<file path="config.mk">
export PLATFORM = sky130hd
export DESIGN_NAME = motor_pwm_ramp_gen
export DESIGN_NICKNAME = d
export VERILOG_FILES = /design/src/rtl/motor_pwm_ramp_gen.sv
export SDC_FILE = /design/constraint.sdc
export NUM_CORES = 1
export LEC_CHECK = 0
export CAP_MARGIN = 40
export CORE_MARGIN = 1.5
export CORE_UTILIZATION = 43
export DETAILED_ROUTE_END_ITERATION = 12
export SETUP_SLACK_MARGIN = 0.5
export SYNTH_ARGS = -nofsm -noshare
export SYNTH_HDL_FRONTEND = slang
export SYNTH_SLANG_ARGS = --single-unit
export TNS_END_PERCENT = 50
</file>
<file path="constraint.sdc">
create_clock -name CLOCK_50 -period 6.4 [get_ports CLOCK_50]
set_input_delay 1.28 -clock CLOCK_50 [delete_from_list [all_inputs] [get_ports CLOCK_50]]
set_output_delay 1.28 -clock CLOCK_50 [all_outputs]
set_load 0.05 [all_outputs]
</file>
<file path="src/rtl/motor_pwm_ramp_gen.sv">
// Motor PWM generator: prescaled tick counter, per-period duty ramp toward a
// command-derived target, and an IDLE/RUN/FAULT supervisor that gates the drive.
module motor_pwm_ramp_gen #(
  parameter int IN_W      = 10,
  parameter int PRESCALE  = 16,
  parameter int PERIOD    = 531,
  parameter int OFFSET    = 250,
  parameter int RAMP_STEP = 4
) (
  input  logic            CLOCK_50,
  input  logic            RESET_N,
  input  logic [IN_W-1:0] PWMinput,
  input  logic            enable,
  input  logic            fault_in,
  input  logic            fault_clr,
  output logic            PWMout,
  output logic            period_start,
  output logic [15:0]     duty_active,
  output logic            ramping,
  output logic            fault_active
);

  localparam int              PS_W      = $clog2(PRESCALE + 1);
  localparam logic [PS_W-1:0] PS_LAST   = PS_W'(PRESCALE - 1);
  localparam logic [15:0]     TC_LAST   = 16'(PERIOD - 1);
  localparam logic [16:0]     PERIOD_17 = 17'(PERIOD);
  localparam logic [16:0]     OFFSET_17 = 17'(OFFSET);
  localparam logic [16:0]     STEP_17   = 17'(RAMP_STEP);

  typedef enum logic [1:0] {
    IDLE  = 2'd0,
    RUN   = 2'd1,
    FAULT = 2'd2
  } state_t;

  state_t          state;
  state_t          state_n;
  logic [PS_W-1:0] presc_cnt;
  logic [15:0]     tick_count;
  logic [15:0]     target_latched;
  logic [15:0]     target;
  logic [15:0]     duty_ramped;
  logic [16:0]     cmd_sum;
  logic [16:0]     duty_stepped;
  logic            tick;
  logic            wrap;

  // Tick is a clock enable, so the whole block stays on CLOCK_50.
  assign tick = (presc_cnt == PS_LAST);
  assign wrap = tick && (tick_count == TC_LAST);

  // NOTE: sequential state is written with <= only, so every register samples
  // the pre-edge values of its neighbours regardless of statement order.
  always_ff @(posedge CLOCK_50) begin
    if (!RESET_N) begin
      presc_cnt    <= '0;
      tick_count   <= '0;
      period_start <= 1'b0;
    end else begin
      presc_cnt    <= tick ? '0 : presc_cnt + PS_W'(1);
      period_start <= wrap;
      if (tick) begin
        tick_count <= (tick_count == TC_LAST) ? '0 : tick_count + 16'd1;
      end
    end
  end

  // NOTE: every combinational output gets a default before any branch, so no
  // path leaves a signal unassigned and no latch is inferred.
  always_comb begin
    cmd_sum = 17'(PWMinput) + OFFSET_17;
    target  = '0;
    if (enable && (PWMinput != '0)) begin
      target = (cmd_sum > PERIOD_17) ? PERIOD_17[15:0] : cmd_sum[15:0];
    end
  end

  // Downward moves land immediately; upward moves are limited to RAMP_STEP.
  always_comb begin
    duty_stepped = {1'b0, duty_active} + STEP_17;
    duty_ramped  = target;
    if ((target >= duty_active) && (duty_stepped < {1'b0, target})) begin
      duty_ramped = duty_stepped[15:0];
    end
  end

  always_comb begin
    state_n = state;
    if (fault_in) begin
      state_n = FAULT;
    end else begin
      unique case (state)
        IDLE:    if (target != '0) state_n = RUN;
        RUN:     if (wrap && (target == '0)) state_n = IDLE;
        FAULT:   if (fault_clr) state_n = IDLE;
        default: state_n = IDLE;
      endcase
    end
  end

  always_ff @(posedge CLOCK_50) begin
    if (!RESET_N) begin
      state          <= IDLE;
      duty_active    <= '0;
      target_latched <= '0;
      PWMout         <= 1'b0;
    end else begin
      state  <= state_n;
      // fault_in is folded in so the drive drops on the very next edge.
      PWMout <= (state == RUN) && !fault_in && (tick_count < duty_active);
      if (state_n != RUN) begin
        duty_active    <= '0;
        target_latched <= '0;
      end else if ((state == RUN) && wrap) begin
        duty_active    <= duty_ramped;
        target_latched <= target;
      end
    end
  end

  assign ramping      = (state == RUN) && (duty_active < target_latched);
  assign fault_active = (state == FAULT);

endmodule
</file>
-- After elaboration in Yosys (flattened, before gate mapping)
Index checks and enable logic that the tools add are counted.
- word-level logic and storage cells: 46
- output and inout port bits: 20
- register bits after elaboration: 57
- input port bits: 15
- bitwise gates (word level): 1
- add/subtract/negate cells: 4
- magnitude comparators: 5
- reductions and logical operators: 15
- multiplexer cells: 9
- eq/ne operators: 5
- operators by type and width (kind ; count):
    $lt A16 B16 Y1 ; 2
    $mux W16 ; 2
    $mux W11 ; 2
    $add A16 B3 Y17 const B ; 1
    $lt A17 B16 Y1 ; 1
    $add A16 B1 Y16 const B ; 1
    $eq A16 B10 Y1 const B ; 1
    $ge A16 B16 Y1 ; 1
    $logic_not A16 Y1 ; 1
    $reduce_bool A16 Y1 ; 1
    $add A10 B8 Y11 const B ; 1
    $gt A11 B10 Y1 const B ; 1
    $reduce_bool A10 Y1 ; 1
    $logic_and A1 B1 Y1 ; 8
    $mux W2 ; 4
    $pmux W2 S3 ; 1
    $add A5 B1 Y5 const B ; 1
    $eq A5 B4 Y1 const B ; 1
    $reduce_or A2 Y1 ; 2
    $eq A2 B1 Y1 const B ; 1
    $eq A2 B2 Y1 const B ; 1
    $logic_not A2 Y1 ; 1
    $ne A2 B1 Y1 const B ; 1
    $logic_not A1 Y1 ; 1
    $not A1 Y1 ; 1

-- Longest topological paths before layout
- depth in word-level cells: 11
- mapped depth: 21
- mapped depth without buffers: 18

-- Worst setup path before layout
OpenSTA, ideal clock, no wires.
- path type: input -> register
- start: in PWMinput[5]
- end: reg duty_active[0]
- path slack: 1318 ps
- library setup time: 116 ps
- arrival time: 4966 ps
- data required time: 6284 ps
- cell stages on the path: 20
- buffers on the path: 3
- path through: buf_2 -> or4_4 -> or2_0 -> buf_2 -> o21a_1 -> a41o_1 -> a21oi_2 -> nor2_4 -> nand2_1 -> inv_1 -> ha_1 -> a21o_1 -> a2111oi_0 -> o31a_1 -> o21ai_0 -> o311a_1 -> buf_2 -> nor2_1 -> mux2i_1 -> nor2_1
- longest elaborated chain between the ends: 11
- elaborated cells between the ends (all ways): 19
- those cells by class: add/sub: 1; order compare: 3; eq/ne: 1; mux: 7; reduce/logical: 7
- RTL lines (what ; line ; text):
    from (decl) ; 12 ; input logic [IN_W-1:0] PWMinput,
    $add A10 B8 Y11 ; 71 ; cmd_sum = 17'(PWMinput) + OFFSET_17;
    $gt A11 B10 Y1 ; 74 ; target = (cmd_sum > PERIOD_17) ? PERIOD_17[15:0] : cmd_sum[15:0];
    $mux W11 ; 74 ;
    $mux W11 (*) ; 73 ; if (enable && (PWMinput != '0)) begin
    named net target[5] ; 41 ; logic [15:0] target;
    $logic_not A16 Y1 ; 94 ; RUN: if (wrap && (target == '0)) state_n = IDLE;
    $logic_and A1 B1 Y1 ; 94 ;
    $mux W2 ; 94 ;
    $pmux W2 S3 ; 92 ; unique case (state)
    $mux W2 ; 89 ; if (fault_in) begin
    $ne A2 B1 Y1 ; 111 ; if (state_n != RUN) begin
    $reduce_or A2 Y1 (no line) ; -- ;
    to (signal assigned) ; 115 ; duty_active <= duty_ramped;
    to (decl) ; 18 ; output logic [15:0] duty_active,
The timed path passes the listed nets; every way through them passes the cells marked *.
A chain may end at the register's enable or synchronous reset.

-- Worst setup path in the final report
- start: in PWMinput[5]
- end: reg duty_active[7]
Same word-level chain as after synthesis.

==> flow_summary.ini <==
[drt]
route.detailed.vias_per_inst = 5.54
ant_nets = 0
wl_per_cell_um = 15.4
drt_pre_antenna_iters = 5
remaining_drc_errors = 0
drt-initial-drc-count = 164
routed_wirelength_mm = 9.45
num_vias = 3407

[timing]
grt_setup_unrepaired = false
finalHoldViolations = 0
min_period_over_period_pct = 86.5
fin_setup_tns_ns = 0
achievable-frequency_mhz = 181
finalSetupViolCount = 0
clock_skew_after_layout_ns = 0.00770
timing.max_slew.rel_slack_pct = 46.1
period_minus_slack_ns = 5.54
worstMarginPinSlew_ns = 0.809
report.final.slew_viol_count = 0
post-route-worst-setup-slack_ns = 0.864

[synth]
postSynthNetCount = 545
count_of_flip_flops_with_a_built_in_enable_after_synthesis = 0
ys_seq_area_share_pct = 27.2
yosys_most_used_dff = sky130_fd_sc_hd__dfxtp_1
ys.warnings.count = 0
syn_avg_cell_area_um2 = 8.03
ys_ff_latch = 52
ys_async_sr_fraction_pct = 0
synthCells = 476
post_synth_instance_area_um2 = 3820
netlist-cell-type-count = 60

[die]
floorplan.initialDensity_pct = 44.0
vertical_extent_of_the_die_um = 97.3
floorplan.die.width_um = 97.3
fp-row-count = 34
die-area_um2 = 9460
design.portCount = 35
design.core.area_um2 = 8680

[status]
outcome = complete, no violations

[critical_path]
crit_required_ns = 6.64
regToRegSetupSlack_ns = 2.95
worst_r2r_endpoint = duty_active[4]
rr_startpoint = duty_active[2]
path_class = in -> reg
cpPeakStageDelay_ns = 0.59
startpoint_class = primary input
slowest_cell_on_the_critical_path = sky130_fd_sc_hd__or4_4
reg2reg_depth = 12
setup.worst_path.end_class = flop
worst-endpoint-arrival_ns = 5.78
cell_by_cell_listing_of_the_critical_path = clkdlybuf4s50_1 > or4_4 > or2_0 > o21a_1 > a41o_1 > a21oi_2 > nor2_4 > nand2_1 > inv_1 > ha_1 > a21o_1 > a2111oi_0 > o31a_1 > o21ai_0 > o311a_2 > buf_4 > a21oi_1 > nor2_1 > a211oi_1
cp_max_fo = 11

[placement]
dpl.cell_count = 607
post-place-ws_ns = 0.226
place.detailed.hpwl_mm = 7.28
gp_routability_congestion = 0.884
portBuffers = 34

[clock_tree]
post-cts-setup-buffers = 0
cts_buffer_depth = 2
cts_root_buffer = sky130_fd_sc_hd__clkbuf_8
ctsHtreeMaxLevel = 2
cts_made_buffers = 5
cts_sinks = 52
cts.reportedPaths.clkPinSlew_ns = 0.10
insertion_delay_ns = 0.31
cts_tree = yes

[power]
p_leak_nw = 1.71
irDropWorstVdd_mv = 0.0902
power.density_nw_per_um2 = 142

[grt]
first_global_vias = 3286
global_route.overflow_total = 0
grt_use_total_pct = 20.8
grt_max_degree = 28
grt_antenna_before_repair = 0
grt_first_pass_wirelength_mm = 16.1

[finish]
layout.cells.most_common = sky130_fd_sc_hd__ha_1
syn2layout_area_growth_pct = 14.2
nFillCells = 892
layoutNonFillerInstCount = 615
nNetsFinal = 575
layout.cells.most_common_list = sky130_fd_sc_hd__ha_1 (53), sky130_fd_sc_hd__dfxtp_1 (52), sky130_fd_sc_hd__inv_1 (44)
drive_gt1_share_pct = 5.72
antenna_cells = 0

[hold_path]
min-delay-start = target_latched[5]
min_path_cells = 2
worstHoldPathType = reg -> reg
hold_end = target_latched[5]

[run]
max_cap_violations = 0
-- area by class of cell --
type,instances,area (um2),share of cell area (%)
Clock buffer,7,86.3,1.98
Tap cell,108,135,3.10
Sequential cell,52,1040,23.9
Clock inverter,1,7.51,0.172
Multi-Input combinational cell,360,2530,57.9
Timing Repair Buffer,41,395,9.06
Inverter,46,173,3.96
-- flip-flops by register name, indices dropped and copies added (netlist names) --
| name | count |
|---|---|
| PWMout | 1 |
| duty_active | 16 |
| period_start | 1 |
| presc_cnt | 5 |
| state | 2 |
| target_latched | 11 |
| tick_count | 16 |
-- critical path: cells and delay by family --
| family | cells | cell delay, ns |
|---|---|---|
| fa+ha+maj | 1 | 0.29 |
| simple gates | 5 | 1.20 |
| buf+inv | 3 | 0.84 |
| compound gates | 10 | 2.16 |
-- worst max path at each step --
stage | from | end | slack, ns | depth (start not counted)
2_1_floorplan | PWMinput[5] | duty_active[0] | 1.32 | 20
3_3_place_gp | PWMinput[2] | duty_active[0] | 0.46 | 19
3_5_place_dp | PWMinput[2] | duty_active[1] | 0.23 | 19
4_1_cts | PWMinput[2] | duty_active[0] | 0.56 | 19
5_1_grt | PWMinput[5] | duty_active[7] | 0.60 | 19
6_report | PWMinput[5] | duty_active[7] | 0.86 | 19
-- kinds of logic (layout without fill, tap and decap cells) --
kind of cell	after synthesis	in the layout	synth area share, %
AOI/OAI and AO/OA	103	103	17.2
xor gates and xnor gates	24	24	5.50
adders and majority gates	54	54	17.7
buffers and inverters	64	95	7.14
DFF	52	52	27.2
muxes	4	4	1.18
other	2	2	0.196
and+or+nand+nor	173	173	23.9
-- routing by layer --
| layer | global-route usage (%) | share of wire, % | vias to the layer above |
|---|---|---|---|
| li1 | - | - | 1723 |
| met1 | 27.9 | 49 | 1615 |
| met2 | 35.1 | 46 | 63 |
| met3 | 3.60 | 3.5 | 6 |
| met4 | 4.18 | 0.78 | 0 |
| met5 | 0 | 0 | - |
-- stage by stage --
stage / area [um2] / utilization, % / hold slack (ns) / total power, mW
floorplan: 3820 / - / 0.418 / 0.391
global placement: 4250 / 49.0 / 0.438 / 0.417
detailed placement: 4250 / 49.0 / 0.447 / 0.418
CTS: 4340 / 50.1 / 0.461 / 0.622
global route: 4360 / 50.3 / 0.473 / 0.645
finish: 4360 / 50.3 / 0.459 / 0.620
-- what timing repair did --
action,in CTS,in global routing
endpoints found under the setup margin,0,11
resized for setup,0,7
hold buffers,0,0
-- synthesized netlist by cell type, types with 2 or more instances --
master | n | area, um2
sky130_fd_sc_hd__o31a_1 | 3 | 26.3
sky130_fd_sc_hd__mux2i_1 | 3 | 30.0
sky130_fd_sc_hd__conb_1 | 2 | 7.51
sky130_fd_sc_hd__or4_1 | 2 | 15.0
sky130_fd_sc_hd__a211oi_1 | 3 | 22.5
sky130_fd_sc_hd__and3_1 | 14 | 87.6
sky130_fd_sc_hd__nor2b_1 | 3 | 18.8
sky130_fd_sc_hd__xor2_1 | 14 | 123
sky130_fd_sc_hd__nand4_1 | 10 | 62.6
sky130_fd_sc_hd__or2_2 | 2 | 12.5
sky130_fd_sc_hd__buf_6 | 3 | 33.8
sky130_fd_sc_hd__a21o_1 | 11 | 82.6
sky130_fd_sc_hd__clkbuf_1 | 9 | 33.8
sky130_fd_sc_hd__nor4b_1 | 2 | 17.5
sky130_fd_sc_hd__ha_1 | 54 | 676
sky130_fd_sc_hd__inv_1 | 44 | 165
sky130_fd_sc_hd__o211ai_1 | 3 | 22.5
sky130_fd_sc_hd__xnor2_1 | 10 | 87.6
sky130_fd_sc_hd__nand3_1 | 20 | 100
sky130_fd_sc_hd__nand2b_1 | 12 | 75.1
sky130_fd_sc_hd__a21oi_1 | 39 | 195
sky130_fd_sc_hd__and2_1 | 2 | 12.5
sky130_fd_sc_hd__a21boi_0 | 2 | 15.0
sky130_fd_sc_hd__nand4b_1 | 3 | 26.3
sky130_fd_sc_hd__o21a_1 | 2 | 15.0
sky130_fd_sc_hd__inv_2 | 2 | 7.51
sky130_fd_sc_hd__nor2_1 | 32 | 120
sky130_fd_sc_hd__nand2_1 | 37 | 139
sky130_fd_sc_hd__nor4_1 | 2 | 12.5
sky130_fd_sc_hd__nor3_1 | 13 | 65.1
sky130_fd_sc_hd__a2111oi_0 | 3 | 26.3
sky130_fd_sc_hd__o21ai_1 | 4 | 20.0
sky130_fd_sc_hd__or3_1 | 7 | 43.8
sky130_fd_sc_hd__a31oi_1 | 4 | 25.0
sky130_fd_sc_hd__dfxtp_1 | 52 | 1040
sky130_fd_sc_hd__o21ai_0 | 18 | 90.1
sky130_fd_sc_hd__nand3b_1 | 3 | 22.5
sky130_fd_sc_hd__buf_2 | 5 | 25.0
-- power breakdown --
group	total, mW	switching (mW)	internal, mW
Clock	0.207	0.119	0.0884
Combinational	0.0855	0.0490	0.0366
Sequential	0.328	0.00181	0.326
(Power assumes the default switching activity.)
